$ cat src/rtl/reg_pipe.sv
// ============================================================================
// reg_pipe : DEPTH-stage valid/ready register pipeline with flush and count
// Revision : 1.0
// ============================================================================
`default_nettype none

module reg_pipe #(
  parameter int W     = 16,
  parameter int DEPTH = 4,
  parameter int CW    = 5
) (
  input  logic          clk,
  input  logic          rst_n,
  input  logic          clr,
  input  logic          in_valid,
  output logic          in_ready,
  input  logic [W-1:0]  in_data,
  output logic          out_valid,
  input  logic          out_ready,
  output logic [W-1:0]  out_data,
  output logic [CW-1:0] count
);

  localparam logic [CW-1:0] CNT_ONE = 1;

  logic [DEPTH-1:0][W-1:0] d;
  logic [DEPTH-1:0]        v;
  logic [DEPTH-1:0]        adv;
  logic [DEPTH-1:0]        fill;
  logic [DEPTH-1:0]        v_nxt;
  logic                    room;
  logic                    in_xfer;
  logic                    out_xfer;

  // Walk from the output back to the input: each stage may move when the
  // stage after it is empty or itself moving, so bubbles are squeezed out.
  always_comb begin
    adv   = '0;
    fill  = '0;
    v_nxt = '0;
    room  = out_ready;
    for (int k = DEPTH - 1; k >= 0; k--) begin
      adv[k] = v[k] & room;
      room   = ~v[k] | adv[k];
    end
    in_ready  = ~clr & room;
    in_xfer   = in_valid & in_ready;
    out_valid = v[DEPTH-1] & ~clr;
    out_xfer  = out_valid & out_ready;
    fill[0]   = in_xfer;
    for (int k = 1; k < DEPTH; k++) begin
      fill[k] = adv[k-1];
    end
    v_nxt = fill | (v & ~adv);
  end

  assign out_data = d[DEPTH-1];

  always_ff @(posedge clk or negedge rst_n) begin
    if (!rst_n) begin
      d     <= '0;
      v     <= '0;
      count <= '0;
    end else if (clr) begin
      v     <= '0;
      count <= '0;
    end else begin
      v <= v_nxt;
      if (in_xfer) begin
        d[0] <= in_data;
      end
      for (int k = 1; k < DEPTH; k++) begin
        if (adv[k-1]) begin
          d[k] <= d[k-1];
        end
      end
      if (in_xfer && !out_xfer) begin
        count <= count + CNT_ONE;
      end else if (out_xfer && !in_xfer) begin
        count <= count - CNT_ONE;
      end
    end
  end

endmodule

`default_nettype wire

$ cat config.mk
export PLATFORM = sky130hd
export DESIGN_NAME = reg_pipe
export DESIGN_NICKNAME = d
export VERILOG_FILES = /design/src/rtl/reg_pipe.sv
export SDC_FILE = /design/constraint.sdc
export NUM_CORES = 1
export LEC_CHECK = 0
export CELL_PAD_IN_SITES_DETAIL_PLACEMENT = 1
export CELL_PAD_IN_SITES_GLOBAL_PLACEMENT = 2
export CORE_ASPECT_RATIO = 1.25
export CORE_MARGIN = 3
export CORE_UTILIZATION = 35
export CTS_CLUSTER_SIZE = 30
export DETAILED_ROUTE_END_ITERATION = 7
export GPL_TIMING_DRIVEN = 0
export PLACE_DENSITY = 0.83
export SYNTH_ARGS = -nofsm -noshare
export SYNTH_HDL_FRONTEND = slang
export SYNTH_SLANG_ARGS = --single-unit
$ cat constraint.sdc
create_clock -name clk -period 2.2 [get_ports clk]
set_clock_uncertainty 0.05 [all_clocks]
set_input_delay 0.44 -clock clk [delete_from_list [all_inputs] [get_ports clk]]
set_output_delay 0.44 -clock clk [all_outputs]
set_load 0.01 [all_outputs]
# Yosys cells after proc, flatten, opt, wreduce, memory -nomap -nowiden
# Cells that the tools add are included.
totals:
  ff_bits: 73
  latchBits: 0
  ram_bits: 0
  romBits: 0
  out_inout_bits: 23
  wordCells: 41
  mem_count: 0
op_classes:
  add_sub_neg: 2
  multipliers: 0
  div_mod_pow: 0
  n_lt_le_gt_ge: 0
  eq_ne: 0
  n_shift: 0
  muxes: 4
  bitwise: 20
  reduce_logical: 9
op_table:
  columns: ["op", "count"]
  rows:
  - ["5-bit 2-to-1 mux", 3]
  - ["1-bit bitwise AND", 8]
  - ["2-bit AND reduction", 4]
  - ["5-bit by 1-bit adder with 5-bit output (second input constant)", 1]
  - ["1-bit inverter", 5]
  - ["5-bit by 1-bit subtractor with 5-bit output (second input constant)", 1]
  - ["4-bit bitwise AND", 1]
  - ["4-bit 2-to-1 mux", 1]
  - ["4-bit inverter", 1]
  - ["1-bit OR", 4]
  - ["4-bit OR", 1]
  - ["3-bit nonzero test", 1]
  - ["1-bit logical AND", 2]
  - ["1-bit logical NOT", 2]

# Longest topological paths before layout
# Gate-level depths: netlist of the first run.
logic_depth:
  word_depth: 15
  ltp_mapped: 8
  depth_no_buf: 8

# Worst setup path before layout of the first run
# Ideal clock, no wire load.
synth_timing:
  kind: "reg-to-reg"
  start: "register v[0]"
  end: "register count[4]"
  arrival_ps: 2269
  required_time_ps: 2025
  setup_slack_ps: -244
  stages_incl_launch_ff: 9
  path_buffers: 0
  path_cell_list: "dfrtp_1 -> and3_1 -> a21oi_2 -> nand2_1 -> fa_1 -> a21o_1 -> a21oi_1 -> mux2i_1 -> mux2_2"
synth_between:
  elab_chain_cells: 7
synth_lines:
  columns: ["item", "line", "text"]
  rows:
  - ["start: declaration", "27", "logic [DEPTH-1:0] v;"]
  - ["start signal: assignment", "68", "v <= v_nxt;"]
  - ["1-bit bitwise AND / 1-bit inverter (equally long branches)", "43, 44", null]
  - ["1-bit OR (*)", "44", "room = ~v[k] | adv[k];"]
  - ["1-bit bitwise AND (*)", "46", "in_ready = ~clr & room;"]
  - ["via in_ready", "16", "output logic in_ready,"]
  - ["1-bit bitwise AND (*)", "47", "in_xfer = in_valid & in_ready;"]
  - ["1-bit logical AND / 1-bit logical NOT (equally long branches)", "77, 79", null]
  - ["5-bit 2-to-1 mux / 1-bit logical AND (equally long branches)", "77, 79", null]
  - ["5-bit 2-to-1 mux / 3-bit nonzero test (equally long branches)", null, null]
  - ["end signal: assignment", "78", "count <= count + CNT_ONE;"]
  - ["end signal: assignment", "80", "count <= count - CNT_ONE;"]
  - ["end: declaration", "21", "output logic [CW-1:0] count"]
# Mark *: on every way through the listed nets, which the timed path passes. The rest lies on a longest branch.
# A chain may end at the register's enable or synchronous reset.

# Final worst setup path of the first run
layout_timing:
  start: "register v[1]"
  end: "register count[4]"
layout_between:
  elab_chain_cells: 9
layout_lines:
  columns: ["item", "line", "text"]
  rows:
  - ["1-bit bitwise AND / 1-bit inverter (equally long branches)", "43, 44", null]
  - ["1-bit OR (*)", "44", null]
  - ["1-bit bitwise AND (*)", "43", "adv[k] = v[k] & room;"]
  - ["1-bit OR (*)", "44", null]
  - ["1-bit bitwise AND (*)", "46", null]
  - ["1-bit bitwise AND (*)", "47", null]
  - ["1-bit logical AND / 1-bit logical NOT (equally long branches)", "77, 79", null]
  - ["5-bit 2-to-1 mux / 1-bit logical AND (equally long branches)", "77, 79", null]
  - ["5-bit 2-to-1 mux / 3-bit nonzero test (equally long branches)", null, null]
# Mark *: on every way between the ends. The rest lies on a longest branch, timed or not.

==> impl_metrics.ini, run 1 <==
[run_status]
status = finished, violations left
failed_checks = setup timing

[sta]
hold_violations = 0
period_minus_slack_ns = 2.28
setup_tns_ns = -0.0760
fin_ws_ns = -0.0760
max_slew_margin_pct = 63.8
rsz0062_at_grt = true
fmax_mhz = 439
finalSetupViolCount = 1
worstMarginPinSlew_ns = 0.543
slew_viol_final = 0
fin_crit_sh_pct = 103

[run]
maxCapViolCount = 0

[clock_tree]
clock_latency_ns = 0.34
cts_buffers = 9
cts_tree = done
clockBufferDepth = 2
holdBufCountCts = 0
htree_levels = 3
clkSlewWorstSetupHoldPaths_ns = 0.07
clock_sinks = 73
root_buffer = clkbuf_8

[yosys]
synth_seq_area_share_pct = 57.6
synth.area.mux_share_pct = 26.4
async_flop_share_pct = 100
syn_area_per_cell_um2 = 15.2
synth_xor_area_share_pct = 0.553
synth_edf_count = 0
synth-simple-area-share_pct = 4.66
synthCells = 209
synthAdderAreaFrac_pct = 2.21
ys_seq_elements = 73
synth_compound_area_share_pct = 2.21
synth_top_family_by_area = multiplexers
syn_area_um2 = 3170
ys_warn_count = 0
synth-main-ff-cell = dfrtp_1
synth_nets = 235
ys_types = 31

[routing]
drc_errors = 0
drtAntennaViolNets = 0
drt_iter0_drc = 69
wl_mm = 5.61
vias = 1787
first_pass_iters = 4
wl_per_cell_um = 14.2
detail_route.vias_per_cell = 4.51

[grt]
grtUsageTotal_pct = 11.8
grt_start_max_net_pins = 74
antenna_found_initial = 0
grt_pass1_vias = 1919
overflow = 0
grt_pass1_wl_mm = 9.52

[finish]
final_nets = 298
antennaDiodeCount = 0
area_delta_synth_final_pct = 28.9
final_cell_mix = dfrtp_1, mux2_2, clkdlybuf4s50_1
final_common_cell = dfrtp_1
drive_gt1_share_pct = 44.2
final_util_pct = 46.7
n_fill_cell = 902

[min_path]
hp-class = primary input to async pin

[placed_design]
portBuffers = 43
place_congestion = 0.697
hpwl_mm = 3.97

[die]
core-area_um2 = 8750
dieHeight_um = 112
die_width_um = 91.1
rows = 38
initial_utilization_pct = 36.2
die_area_um2 = 10200
ios = 44

[critical_path]
crit_type = register to register
cp.required_ns = 2.37
crit_path_end_kind = register
cp_data_arrival_time_ns = 2.45
reg2reg_depth = 8
start_kind = register
cp_max_fo = 4

[pwr]
p_leak_nw = 1.91
power.density_nw_per_um2 = 1010
ir_drop_uv = 292
==> worst paths after layout <==
| path | from | endpoint | slack [ns] |
|---|---|---|---|
| min in group clk | d[17] | d[17] | 0.45 |
| hold reg to reg | d[17] | d[17] | 0.45 |
| hold / removal | rst_n | out_data[9] | 0.03 |
| setup / recovery | v[1] | count[4] | -0.08 |
| max in group asynchronous | rst_n | v[3] | 1.73 |
| setup reg to reg | v[1] | count[4] | -0.08 |
==> synthesized netlist by cell type (2+ instances only) <==
cell	number	area [µm²]
dfrtp_1	73	1830
mux2_2	45	507
mux2_4	20	300
buf_4	18	135
a21oi_1	8	40.0
nor2_1	8	30.0
ha_1	4	50.1
mux2i_1	3	30.0
nand2_1	3	11.3
and3_1	2	12.5
buf_6	2	22.5
nand3_1	2	10.0
nor2b_1	2	12.5
xor2_1	2	17.5
==> registers in the layout (all words and copies together) (netlist names) <==
register / flops
count: 5
d: 48
v: 4
out_data: 16
==> critical path, cell delays in order (launching register included) <==
cell and delay, ns:
dfrtp_1 0.41, and3_4 0.20, a21oi_4 0.18, nand2_4 0.09, fa_2 0.35, a21o_1 0.18, a21oi_2 0.15, mux2i_1 0.21
mux2_2 0.35
==> power breakdown <==
group          switching, mW  internal (mW)  total, mW
combinational          0.329          0.765       1.09
sequential             0.209           1.72       1.93
clock                  0.451          0.663       1.11
==> metal layers <==
metal	GRT usage [%]	part of all wire (%)	up-vias	routed length, µm
met5	0	0	-	0
met4	5.73	2.0	0	114
met3	3.55	3.6	11	203
met2	18.9	49	30	2770
met1	14.6	45	905	2530
li1	-	-	841	-
==> stage by stage <==
step	std cells	cell area, µm²	setup WS [ns]	hold slack [ns]	power (mW)
after global routing	396	4090	-0.198	0.0685	4.41
final	396	4090	-0.0760	0.0350	4.13
after CTS	388	4020	-0.159	0.0589	4.20
after floorplan	209	3190	-0.0422	0.0944	2.60
after detailed placement	373	3800	-0.779	0.436	3.07
after global placement	372	3770	-1.85	0.434	2.99
==> cell type report <==
type	instances	area, µm²	area share [%]
Buffer	23	200	4.90
Clock buffer	12	145	3.55
Clock inverter	3	65.1	1.59
Inverter	1	3.75	0.0919
Multi-Input combinational cell	112	1180	28.9
Sequential cell	73	1830	44.8
Tap cell	120	150	3.67
Timing Repair Buffer	52	513	12.6
==> cell families (layout without fill, tap and decap cells) <==
logic type / Yosys count / in the layout
flip-flops: 73 / 73
XOR/XNOR: 2 / 2
AND/OR/NAND/NOR: 25 / 25
multiplexers: 68 / 68
AO/OA/AOI/OAI: 12 / 12
adder cells (fa/ha/maj): 5 / 5
buffers and inverters: 24 / 91
==> what timing repair did <==
action	CTS	global route
gates resized for setup	12	1
endpoints found under the setup margin	4	2
setup buffers	0	8
pin swaps	0	4
Power figures use the tool's default switching activity.
==> run 2, diff against run 1 <==
- SKIP_LAST_GASP: default -> 1
==> impl_metrics.ini, run 2 (synthesis gave the netlist of run 1 again) <==
[grt]
grt_pass1_vias = 1918
grtUsageTotal_pct = 11.8
grt_start_max_net_pins = 74
grt_pass1_wl_mm = 9.53
antenna_found_initial = 0
overflow = 0

[finish]
area_delta_synth_final_pct = 29.1
final_cell_mix = dfrtp_1, mux2_2, clkdlybuf4s50_1
largest_register = d
drive_gt1_share_pct = 44.2
final_nets = 298
final_common_cell = dfrtp_1
multiInputGateArea_um2 = 1180
final_area_um2 = 4090
stdcell_count = 396
n_fill_cell = 902
final_util_pct = 46.8
register_area_um2 = 1830
antennaDiodeCount = 0
largest_register_ff_count = 48

[critical_path]
reg2reg_depth = 8
worstReg2RegEnd = count[4]
critical-path-slowest-cell = dfrtp_1
critPathMaxStageDelay_ns = 0.41
cp_max_fo = 4
cp_data_arrival_time_ns = 2.45
crit_type = register to register
cp.required_ns = 2.38
start_kind = register
cp_num_buf_inv = 0
r2r-start = v[1]
crit_path_end_kind = register
path_cells = and3_4, a21oi_4, nand2_4, fa_2, a21o_1, a21oi_2, mux2i_1, mux2_2
cp_top_family = multiplexers
r2r_slack_ns = -0.07

[clock_tree]
clockBufferDepth = 2
clkSlewWorstSetupHoldPaths_ns = 0.07
cts_buffers = 9
clock_latency_ns = 0.34
cts_tree = done
clock_sinks = 73
root_buffer = clkbuf_8
holdBufCountCts = 0
htree_levels = 3

[run_status]
status = finished, violations left
failed_checks = setup timing

[routing]
drc_errors = 0
vias = 1807
wl_mm = 5.67
wl_per_cell_um = 14.3
first_pass_iters = 4
drt_iter0_drc = 74
drtAntennaViolNets = 0
detail_route.vias_per_cell = 4.56

[pwr]
p_leak_nw = 1.91
power.density_nw_per_um2 = 1010
ir_drop_uv = 300

[die]
die_width_um = 91.1
dieHeight_um = 112
ios = 44
core-area_um2 = 8750
initial_utilization_pct = 36.2
die_area_um2 = 10200
rows = 38

[sta]
fmax_mhz = 440
whs_ns = 0.0402
fin_ws_ns = -0.0750
period_minus_slack_ns = 2.27
slew_viol_final = 0
rsz0062_at_grt = true
max_slew_margin_pct = 63.7
finalSetupViolCount = 1
fin_crit_sh_pct = 103
hold_violations = 0
worstMarginPinSlew_ns = 0.544

[placed_design]
post-place-cells = 373
place_congestion = 0.697
placed_area_um2 = 3800
hpwl_mm = 3.97
portBuffers = 43

[run]
maxCapViolCount = 0

[min_path]
hp-class = primary input to async pin
==> run 2: repair_timing <==
item,CTS,global route
cloned,0,0
buffers inserted,0,8
gates resized for setup,8,5
endpoints found under the setup margin,4,2
pin swaps,0,4
==> run 2: per-stage QoR <==
step | setup TNS [ns] | worst slack [ns] | power [mW]
final | -0.0750 | -0.0750 | 4.14
after global routing | -0.198 | -0.198 | 4.41
after CTS | -0.226 | -0.226 | 4.20
after detailed placement | -4.97 | -0.779 | 3.07
after global placement | -139.26 | -1.85 | 2.99
after floorplan | -0.0422 | -0.0422 | 2.60
==> run 2: report_power, final <==
part           internal (mW)  switching [mW]  total, mW  leakage, nW
clock                  0.663           0.458       1.12        0.106
sequential              1.72           0.208       1.93        0.898
combinational          0.765           0.329       1.09        0.910
total                   3.15           0.995       4.14         1.91
==> run 2: layer usage <==
metal / wire [µm] / global-route usage, %
met4: 114 / 5.73
met5: 0 / 0
met1: 2560 / 14.6
met2: 2780 / 18.9
met3: 215 / 3.55
==> run 2: how the worst max path moves through the flow <==
stage | cells after the start | endpoint | from
after floorplan | 8 | count[4] | v[0]
after global placement | 1 | count[4] | rst_n
after detailed placement | 8 | count[4] | in_valid
after CTS | 8 | count[4] | in_valid
after global routing | 8 | count[4] | v[1]
final | 8 | count[4] | v[1]
==> run 2: layout make-up <==
cell class | count | share of cell area (%)
plain buffers | 23 | 4.89
clock buffers | 12 | 3.55
clock inverters | 3 | 1.59
inverters | 1 | 0.0918
multi-input cells | 112 | 28.8
flip-flops and latches | 73 | 44.7
well taps | 120 | 3.67
repair buffers | 52 | 12.6
==> run 3, diff against run 2 <==
- CAP_MARGIN: default -> 20
==> results of run 3 <==
Final layout, timing and power as in run 2 (identical DEF).
